[config.mk]
export PLATFORM = sky130hd
export DESIGN_NAME = acq_fifo_flat
export DESIGN_NICKNAME = d
export VERILOG_FILES = /design/src/rtl/acq_fifo_if.sv /design/src/rtl/acq_fifo.sv /design/src/flat_wrapper.sv
export SDC_FILE = /design/constraint.sdc
export NUM_CORES = 1
export LEC_CHECK = 0
export BUFFER_PORTS_ARGS = -buffer_cell sky130_fd_sc_hd__clkbuf_2
export CAP_MARGIN = 20
export CORE_ASPECT_RATIO = 0.75
export CORE_UTILIZATION = 40
export DETAILED_ROUTE_END_ITERATION = 8
export GPL_TIMING_DRIVEN = 0
export RECOVER_POWER = 50
export SLEW_MARGIN = 25
export SYNTH_ARGS = -nofsm -noshare
export SYNTH_HDL_FRONTEND = slang
export SYNTH_SLANG_ARGS = --single-unit
[constraint.sdc]
create_clock -name clk -period 2.6 [get_ports clk]
set_clock_uncertainty 0.2 [all_clocks]
set_input_delay 0.52 -clock clk [delete_from_list [all_inputs] [get_ports clk]]
set_output_delay 0.52 -clock clk [all_outputs]
set_load 0.1 [all_outputs]
[src/rtl/acq_fifo_if.sv]
// acq_fifo_if: producer/consumer bundle for the acquisition FIFO.
// master drives requests and thresholds; slave is the FIFO itself.
interface acq_fifo_if #(
  parameter int DATA_WIDTH = 16,
  parameter int ADDR_WIDTH = 5
);
  logic                  clr;
  logic                  wr_en;
  logic [DATA_WIDTH-1:0] wr_data;
  logic                  rd_en;
  logic [DATA_WIDTH-1:0] rd_data;
  logic                  rd_valid;
  logic [ADDR_WIDTH:0]   level;
  logic                  full;
  logic                  empty;
  logic [ADDR_WIDTH:0]   afull_thr;
  logic [ADDR_WIDTH:0]   aempty_thr;
  logic                  afull;
  logic                  aempty;
  logic                  overflow;
  logic                  underflow;

  modport master (
    output clr, wr_en, wr_data, rd_en,
    output afull_thr, aempty_thr,
    input  rd_data, rd_valid, level,
    input  full, empty, afull, aempty,
    input  overflow, underflow
  );

  modport slave (
    input  clr, wr_en, wr_data, rd_en,
    input  afull_thr, aempty_thr,
    output rd_data, rd_valid, level,
    output full, empty, afull, aempty,
    output overflow, underflow
  );
endinterface

[src/rtl/acq_fifo.sv]
// acq_fifo: synchronous FIFO with level, thresholds, sticky errors.
// Define ACQ_FIFO_FWFT_EN for first-word-fall-through reads.
module acq_fifo #(
  parameter int DATA_WIDTH = 16,
  parameter int ADDR_WIDTH = 5
) (
  input logic       clk,
  input logic       rst_a,
  acq_fifo_if.slave bus
);
  localparam int DEPTH = 1 << ADDR_WIDTH;
  localparam int LW    = ADDR_WIDTH + 1;
  localparam logic [ADDR_WIDTH:0] DEPTH_L = LW'(DEPTH);

  logic [DATA_WIDTH-1:0] mem_q [DEPTH];

  logic [ADDR_WIDTH-1:0] wr_ptr_q, wr_ptr_d;
  logic [ADDR_WIDTH-1:0] rd_ptr_q, rd_ptr_d;
  logic [ADDR_WIDTH:0]   level_q, level_d;
  logic [DATA_WIDTH-1:0] rd_data_q, rd_data_d;
  logic                  rd_valid_q, rd_valid_d;
  logic                  ovf_q, ovf_d;
  logic                  udf_q, udf_d;

  logic full_w;
  logic empty_w;
  logic wr_ok;
  logic pop;
  logic load;

  assign full_w  = (level_q == DEPTH_L);
  assign empty_w = (level_q == '0);

`ifdef ACQ_FIFO_FWFT_EN
  // words still in memory, excluding the one in the output register
  logic [ADDR_WIDTH:0] mem_cnt;
  assign mem_cnt = level_q - LW'(rd_valid_q);
  assign pop     = bus.rd_en && rd_valid_q;
  assign load    = (mem_cnt != '0) && (!rd_valid_q || pop);
`else
  assign pop  = bus.rd_en && !empty_w;
  assign load = pop;
`endif

  assign wr_ok = bus.wr_en && (!full_w || pop);

  always_comb begin
    wr_ptr_d   = wr_ptr_q;
    rd_ptr_d   = rd_ptr_q;
    level_d    = level_q;
    rd_data_d  = rd_data_q;
    rd_valid_d = rd_valid_q;
    ovf_d      = ovf_q;
    udf_d      = udf_q;
    if (bus.clr) begin
      wr_ptr_d   = '0;
      rd_ptr_d   = '0;
      level_d    = '0;
      rd_valid_d = 1'b0;
      ovf_d      = 1'b0;
      udf_d      = 1'b0;
    end else begin
      if (wr_ok)
        wr_ptr_d = wr_ptr_q + 1'b1;
      if (load) begin
        rd_ptr_d  = rd_ptr_q + 1'b1;
        rd_data_d = mem_q[rd_ptr_q];
      end
      unique case ({wr_ok, pop})
        2'b10:   level_d = level_q + 1'b1;
        2'b01:   level_d = level_q - 1'b1;
        default: level_d = level_q;
      endcase
`ifdef ACQ_FIFO_FWFT_EN
      if (load)
        rd_valid_d = 1'b1;
      else if (pop)
        rd_valid_d = 1'b0;
`else
      rd_valid_d = load;
`endif
      if (bus.wr_en && !wr_ok)
        ovf_d = 1'b1;
      if (bus.rd_en && !pop)
        udf_d = 1'b1;
    end
  end

  always_ff @(posedge clk or posedge rst_a) begin
    if (rst_a) begin
      wr_ptr_q   <= '0;
      rd_ptr_q   <= '0;
      level_q    <= '0;
      rd_data_q  <= '0;
      rd_valid_q <= 1'b0;
      ovf_q      <= 1'b0;
      udf_q      <= 1'b0;
    end else begin
      wr_ptr_q   <= wr_ptr_d;
      rd_ptr_q   <= rd_ptr_d;
      level_q    <= level_d;
      rd_data_q  <= rd_data_d;
      rd_valid_q <= rd_valid_d;
      ovf_q      <= ovf_d;
      udf_q      <= udf_d;
    end
  end

  // storage array carries no reset; contents are don't-care
  always_ff @(posedge clk) begin
    if (wr_ok && !bus.clr)
      mem_q[wr_ptr_q] <= bus.wr_data;
  end

  assign bus.rd_data   = rd_data_q;
  assign bus.rd_valid  = rd_valid_q;
  assign bus.level     = level_q;
  assign bus.full      = full_w;
  assign bus.empty     = empty_w;
  assign bus.afull     = (level_q >= bus.afull_thr);
  assign bus.aempty    = (level_q <= bus.aempty_thr);
  assign bus.overflow  = ovf_q;
  assign bus.underflow = udf_q;
endmodule

[src/flat_wrapper.sv]
// flat-port wrapper written by rule: the top's interface ports become plain ports
module acq_fifo_flat 
#(
  parameter int DATA_WIDTH = 16,
  parameter int ADDR_WIDTH = 5
)
  (clk, rst_a, bus_clr, bus_wr_en, bus_wr_data, bus_rd_en, bus_afull_thr, bus_aempty_thr, bus_rd_data, bus_rd_valid, bus_level, bus_full, bus_empty, bus_afull, bus_aempty, bus_overflow, bus_underflow);
  acq_fifo_if #(.DATA_WIDTH(DATA_WIDTH), .ADDR_WIDTH(ADDR_WIDTH)) bus_i ();
  input logic clk;
  input logic rst_a;
  input wire logic [$bits(bus_i.clr)-1:0] bus_clr;
  input wire logic [$bits(bus_i.wr_en)-1:0] bus_wr_en;
  input wire logic [$bits(bus_i.wr_data)-1:0] bus_wr_data;
  input wire logic [$bits(bus_i.rd_en)-1:0] bus_rd_en;
  input wire logic [$bits(bus_i.afull_thr)-1:0] bus_afull_thr;
  input wire logic [$bits(bus_i.aempty_thr)-1:0] bus_aempty_thr;
  output wire logic [$bits(bus_i.rd_data)-1:0] bus_rd_data;
  output wire logic [$bits(bus_i.rd_valid)-1:0] bus_rd_valid;
  output wire logic [$bits(bus_i.level)-1:0] bus_level;
  output wire logic [$bits(bus_i.full)-1:0] bus_full;
  output wire logic [$bits(bus_i.empty)-1:0] bus_empty;
  output wire logic [$bits(bus_i.afull)-1:0] bus_afull;
  output wire logic [$bits(bus_i.aempty)-1:0] bus_aempty;
  output wire logic [$bits(bus_i.overflow)-1:0] bus_overflow;
  output wire logic [$bits(bus_i.underflow)-1:0] bus_underflow;
  assign bus_i.clr = bus_clr;
  assign bus_i.wr_en = bus_wr_en;
  assign bus_i.wr_data = bus_wr_data;
  assign bus_i.rd_en = bus_rd_en;
  assign bus_i.afull_thr = bus_afull_thr;
  assign bus_i.aempty_thr = bus_aempty_thr;
  assign bus_rd_data = bus_i.rd_data;
  assign bus_rd_valid = bus_i.rd_valid;
  assign bus_level = bus_i.level;
  assign bus_full = bus_i.full;
  assign bus_empty = bus_i.empty;
  assign bus_afull = bus_i.afull;
  assign bus_aempty = bus_i.aempty;
  assign bus_overflow = bus_i.overflow;
  assign bus_underflow = bus_i.underflow;
  acq_fifo #(.DATA_WIDTH(DATA_WIDTH), .ADDR_WIDTH(ADDR_WIDTH)) u_core (.clk(clk), .rst_a(rst_a), .bus(bus_i));
endmodule
Word level (Yosys, flattened, before mapping). Memory sizes are Yosys's and may differ from the RTL's. A register that Yosys moved wholly into a read port is not among the register bits. Index checks and enable logic that the tools add are counted.

Bits of input ports: 33. Memories kept: 1. Register bits after elaboration: 19. RAM bits: 512. Output and inout bits: 29. Logic and storage cells: 48.

Memory list: u_core.mem_q (words 32, width 16, read ports 1, clocked after memory_dff 1, write ports 1, line acq_fifo.sv:15) `logic [DATA_WIDTH-1:0] mem_q [DEPTH];`.

Multiplexer cells: 13. $add $sub $neg: 4. Reductions and logical operators: 18. Equality and inequality tests: 3. $lt $le $gt $ge: 2. Bitwise logic cells: 1.

Operator list (count): 5-bit 2-to-1 mux (4); 6-bit case mux with 2 select lines (1); 5-bit by 1-bit adder with 5-bit output (second input constant) (2); 2-bit nonzero test (4); 1-bit 2-to-1 mux (7); 6-bit by 1-bit adder with 6-bit output (second input constant) (1); 6-bit equality test (second input constant) (1); 6-bit >= comparator (1); 6-bit less-or-equal comparator (1); 6-bit logical NOT (1); 6-bit 2-to-1 mux (1); 6-bit by 1-bit subtractor with 6-bit output (second input constant) (1); 1-bit logical AND (5); 1-bit logical NOT (5); 3-bit nonzero test (1); 2-bit by 1-bit equality test with 1-bit output (second input constant) (1); 2-bit equality test (second input constant) (1); 2-bit AND reduction (1); 1-bit logical OR (1); 1-bit inverter (1).

Longest topological paths before layout.
Depth after elaboration: 9. Gate-level depth with buffers: 11. Mapped depth without buffers: 11.

Worst setup path after synthesis. Ideal clock, no wire load.

Path type: reg2out. From: register u_core.level_q[0] (netlist: u_core.bus.level[0]). To: output port bus_aempty. Stages on the path, launching flop included: 5. Path slack: -1.760 ns. Path buffers: 0. Data required time: 1.880 ns. Arrival: 3.640 ns. Cell sequence: dfrtp_1 -> inv_1 -> ha_1 -> nand3_1 -> o21ai_0.

Word-level cells in the longest chain between the ends: 1.

Ends and longest elaborated chain: from (decl) (line acq_fifo.sv:19) `logic [ADDR_WIDTH:0] level_q, level_d;`; from (signal assigned) (line acq_fifo.sv:101) `level_q <= level_d;`; 6-bit less-or-equal comparator (line acq_fifo.sv:121) `assign bus.aempty = (level_q <= bus.aempty_thr);`; to (decl) (line flat_wrapper.sv:23) `output wire logic [$bits(bus_i.aempty)-1:0] bus_aempty;`.

No other way between the ends.

Final worst setup path.
From: register u_core.level_q[0] (netlist: u_core.bus.level[0]). To: output port bus_afull.

Word-level cells in the longest chain between the ends: 1.

Ends and longest elaborated chain: 6-bit >= comparator (line acq_fifo.sv:120) `assign bus.afull = (level_q >= bus.afull_thr);`; to (decl) (line flat_wrapper.sv:22) `output wire logic [$bits(bus_i.afull)-1:0] bus_afull;`.

No other way between the ends.

==> summary.md <==
| Metric | Value |
|---|---|
| Drt drc | `0` |
| Leakage | `0.008403 uW` |
| # H-tree levels | `2` |
| Final setup margin | `-365.9 ps` |
| Core area | `53250 um^2` |
| Tmin final | `2966 ps` |
| Final net count | `around 1.3k` |
| Area growth syn-to-layout | `20.66%` |
| Final Hold Viols | `0` |
| Root Driver | `clkbuf_16` |
| Post-synthesis cell count | `roughly 1.1k` |
| Period utilization | `114.1%` |
| Port Buffer Count | `58` |
| DR pass1 iterations | `7` |
| Num CTS Buffers | `51` |
| Outcome | `finished, violations left` |
| Vias | `11.18k` |
| Finished Core Util | `49.17%` |
| Slew headroom | `-27.56%` |
| Starting Density | `40.75%` |
| Max cap viols | `13` |
| Failing checks | `capacitance limit, slew limit, setup timing` |
| Die W | `around 270 um` |
| Seq/Total Area, Yosys | `74.88%` |
| ANT cells | `0` |
| Number of antenna violations at the first check in global routing | `0` |
| Vias per inst | `5.532` |
| CTS tree | `built` |
| P per Cell Area | `921.5 nW/um^2` |
| Critical path class | `register to primary output` |
| Worst skew pair latency | `590 ps` |
| Share of cells above drive strength 1 | `35.37%` |
| Netlist Area Pre-Place | `21700 um^2` |
| Chip height | `203.7 um` |
| FP Rows | `73` |
| Post-DRT Antenna Nets | `0` |
| Final setup viols | `7` |
| Gr usage total | `19.13%` |
| Clock sink count | `547` |
| Worst Path Required | `~1900 ps` |
| Mapped Avg Cell Area | `about 20 um^2` |
| DR WL/cell | `25.99 um` |
| CP Max Fanout | `2` |
| Vias in the first global route | `11.16k` |
| Drt initial violations | `966` |
| Synth warn | `0` |
| Post-synth EDFFs | `512` |
| Largest net degree at the start of global routing | `33` |
| Yosys reg bits | `around 550` |
| Post-synth ARST share | `6.399%` |
| Synth unique cells | `53` |
| Syn nets | `1151` |
| Drt total wl | `52.53 mm` |
| Worst Tran Pin Value | `1913 ps` |
| Grt total ovfl | `0` |
| Final Wtd Congestion | `0.8129` |
| WP data arrival | `2250 ps` |
| # IOs | `between 60 and 70` |
| Global-route wire length before repair | `76.08 mm` |
| CP Capture Type | `primary output` |
| Min-delay worst type | `input pin to register` |
| Max clock buf depth | `3` |
| Worst IR Drop VDD | `1.505 mV` |
| Clk pin slew, worst setup/hold paths | `~60 ps` |
| Top FF cell, synth | `edfxtp_1` |
| Startpoint Class | `register` |
| Hpwl dp | `31.91 mm` |
| Die area | `55200 um^2` |
| Fillers | `4283` |
| Pwr Total | `24130 uW` |
| Slew Viols, Final | `~430` |
| RSZ-0062 raised after global routing | `yes` |
| Fmax | `0.3372 GHz` |
==> stage by stage <==
step	setup WS [ps]	hold WS, ps	area [um^2]	cells	TNS, ps
2_1_floorplan	-199.4	379.2	21850	1096	-456.2
4_1_cts	-425.7	148.4	25870	2016	-1625
3_5_place_dp	-817.7	291.8	23100	1867	-324140
5_1_grt	-462.9	259.5	26190	2021	-2442
3_3_place_gp	-706.7	278.4	23040	1866	-331330
6_report	-365.9	208.3	26190	2021	-1448
==> critical path: stages, from the launching register on <==
cell and delay (ps):
dfrtp_4 490, inv_4 70, ha_4 180, nand2b_4 130, a21o_1 170, a21oi_2 140, nor2b_1 70, o21ai_2 160
a21oi_4 80, clkbuf_16 200
==> timing repair <==
action	4_1_cts	5_1_grt
pin swaps	42	18
hold endpoints to repair	14	0
endpoints found under the setup margin	530	533
hold buffers	1	0
setup buffers	52	7
resized for setup	77	55
==> synth_stat cells, drive strengths merged (2+ instances only) <==
cell type	instances	area share [%]
a2111oi	2	0.081
a21o	4	0.14
a21oi	43	0.99
buf	42	1.7
clkbuf	17	0.33
dfrtp	35	4.0
edfxtp	512	71
ha	21	1.2
inv	19	0.33
mux2	36	1.9
mux2i	16	0.74
mux4	112	12
nand2	30	0.53
nand2b	2	0.058
nand3	4	0.092
nand3b	4	0.16
nand4	4	0.12
nor2	78	1.4
nor2b	3	0.086
nor4	15	0.46
o21ai	20	0.46
o22ai	47	1.4
or2	2	0.058
or3b	3	0.12
xnor2	4	0.16
xor2	8	0.32
==> layout make-up <==
cell class | instances | area [um^2] | share of cell area (%)
Multi-Input combinational cell | 471 | 5699 | 21.77
Clock buffer | 65 | 1350 | 5.156
Inverter | 19 | 73.82 | 0.2819
Timing Repair Buffer | 118 | 1206 | 4.606
Clock inverter | 31 | 237.7 | 0.9079
Sequential cell | 547 | 16270 | 62.15
Buffer | 58 | 454.2 | 1.735
Tap cell | 712 | 890.9 | 3.402
==> routing by layer <==
layer  track usage (%)  wire, um  vias up
li1                  -         -     4809
met2             27.46     22590      461
met4             4.136       873        0
met1             28.70     24180     5849
met5                 0         0        -
met3             5.687      4897       62
==> state kept, by name (all words and copies together) (netlist names) <==
register / cells
u_core.mem_q: 512
u_core.bus.rd_data: 16
u_core.bus.level: 6
u_core.rd_ptr_q: 5
u_core.wr_ptr_q: 5
u_core.bus.overflow: 1
u_core.bus.rd_valid: 1
u_core.bus.underflow: 1
==> kinds of logic (layout without fill, tap and decap cells) <==
group / count (synthesis) / count (layout) / share of synthesized area, %
buffers and inverters: 78 / 291 / 2.352
AOI/OAI and AO/OA: 124 / 124 / 3.390
muxes: 164 / 164 / 14.44
DFF: 547 / 547 / 74.88
adders and majority gates: 22 / 22 / 1.303
xor gates and xnor gates: 12 / 12 / 0.4843
and+or+nand+nor: 149 / 149 / 3.148
==> final timing paths <==
path	startpoint	end	slack [ps]	cells after the start
min in group asynchronous	rst_a	u_core.bus.rd_data[11]$_DFFE_PP0P_	350	3
min	bus_clr	u_core.bus.underflow$_DFFE_PP0P_	210	2
max	u_core.bus.level[0]$_DFFE_PP0P_	bus_afull	-370	9
max reg2reg	u_core.bus.level[1]$_DFFE_PP0P_	u_core.bus.level[5]$_DFFE_PP0P_	-250	13
min reg2reg	u_core.bus.rd_data[4]$_DFFE_PP0P_	u_core.bus.rd_data[4]$_DFFE_PP0P_	300	2
max in group asynchronous	rst_a	u_core.bus.rd_data[9]$_DFFE_PP0P_	290	4
==> where the power goes <==
| part | internal, uW | leakage [uW] | switching [uW] | total, uW |
|---|---|---|---|---|
| sequential | 9880 | 0.00505 | 180 | 10100 |
| clock | 3980 | 0.000775 | 3220 | 7200 |
| combinational | 2610 | 0.00258 | 4270 | 6870 |
==> cells in the final DEF (no fill, tap or decap), types with 12 or more instances in the layout <==
| cell type | n |
|---|---|
| buf_6 | 16 |
| clkinv_1 | 14 |
| ha_1 | 15 |
| nor2_1 | 41 |
| clkbuf_1 | 40 |
| nor2_4 | 35 |
| o22ai_2 | 18 |
| buf_12 | 31 |
| clkbuf_2 | 40 |
| mux4_2 | 101 |
| nand2_1 | 25 |
| mux2_2 | 33 |
| mux2i_1 | 16 |
| a21oi_2 | 12 |
| a21oi_1 | 30 |
| edfxtp_1 | 512 |
| inv_1 | 18 |
| buf_4 | 35 |
| o22ai_1 | 22 |
| clkbuf_16 | 56 |
| o21ai_1 | 17 |
| dfrtp_1 | 29 |
(Power assumes the default switching activity.)
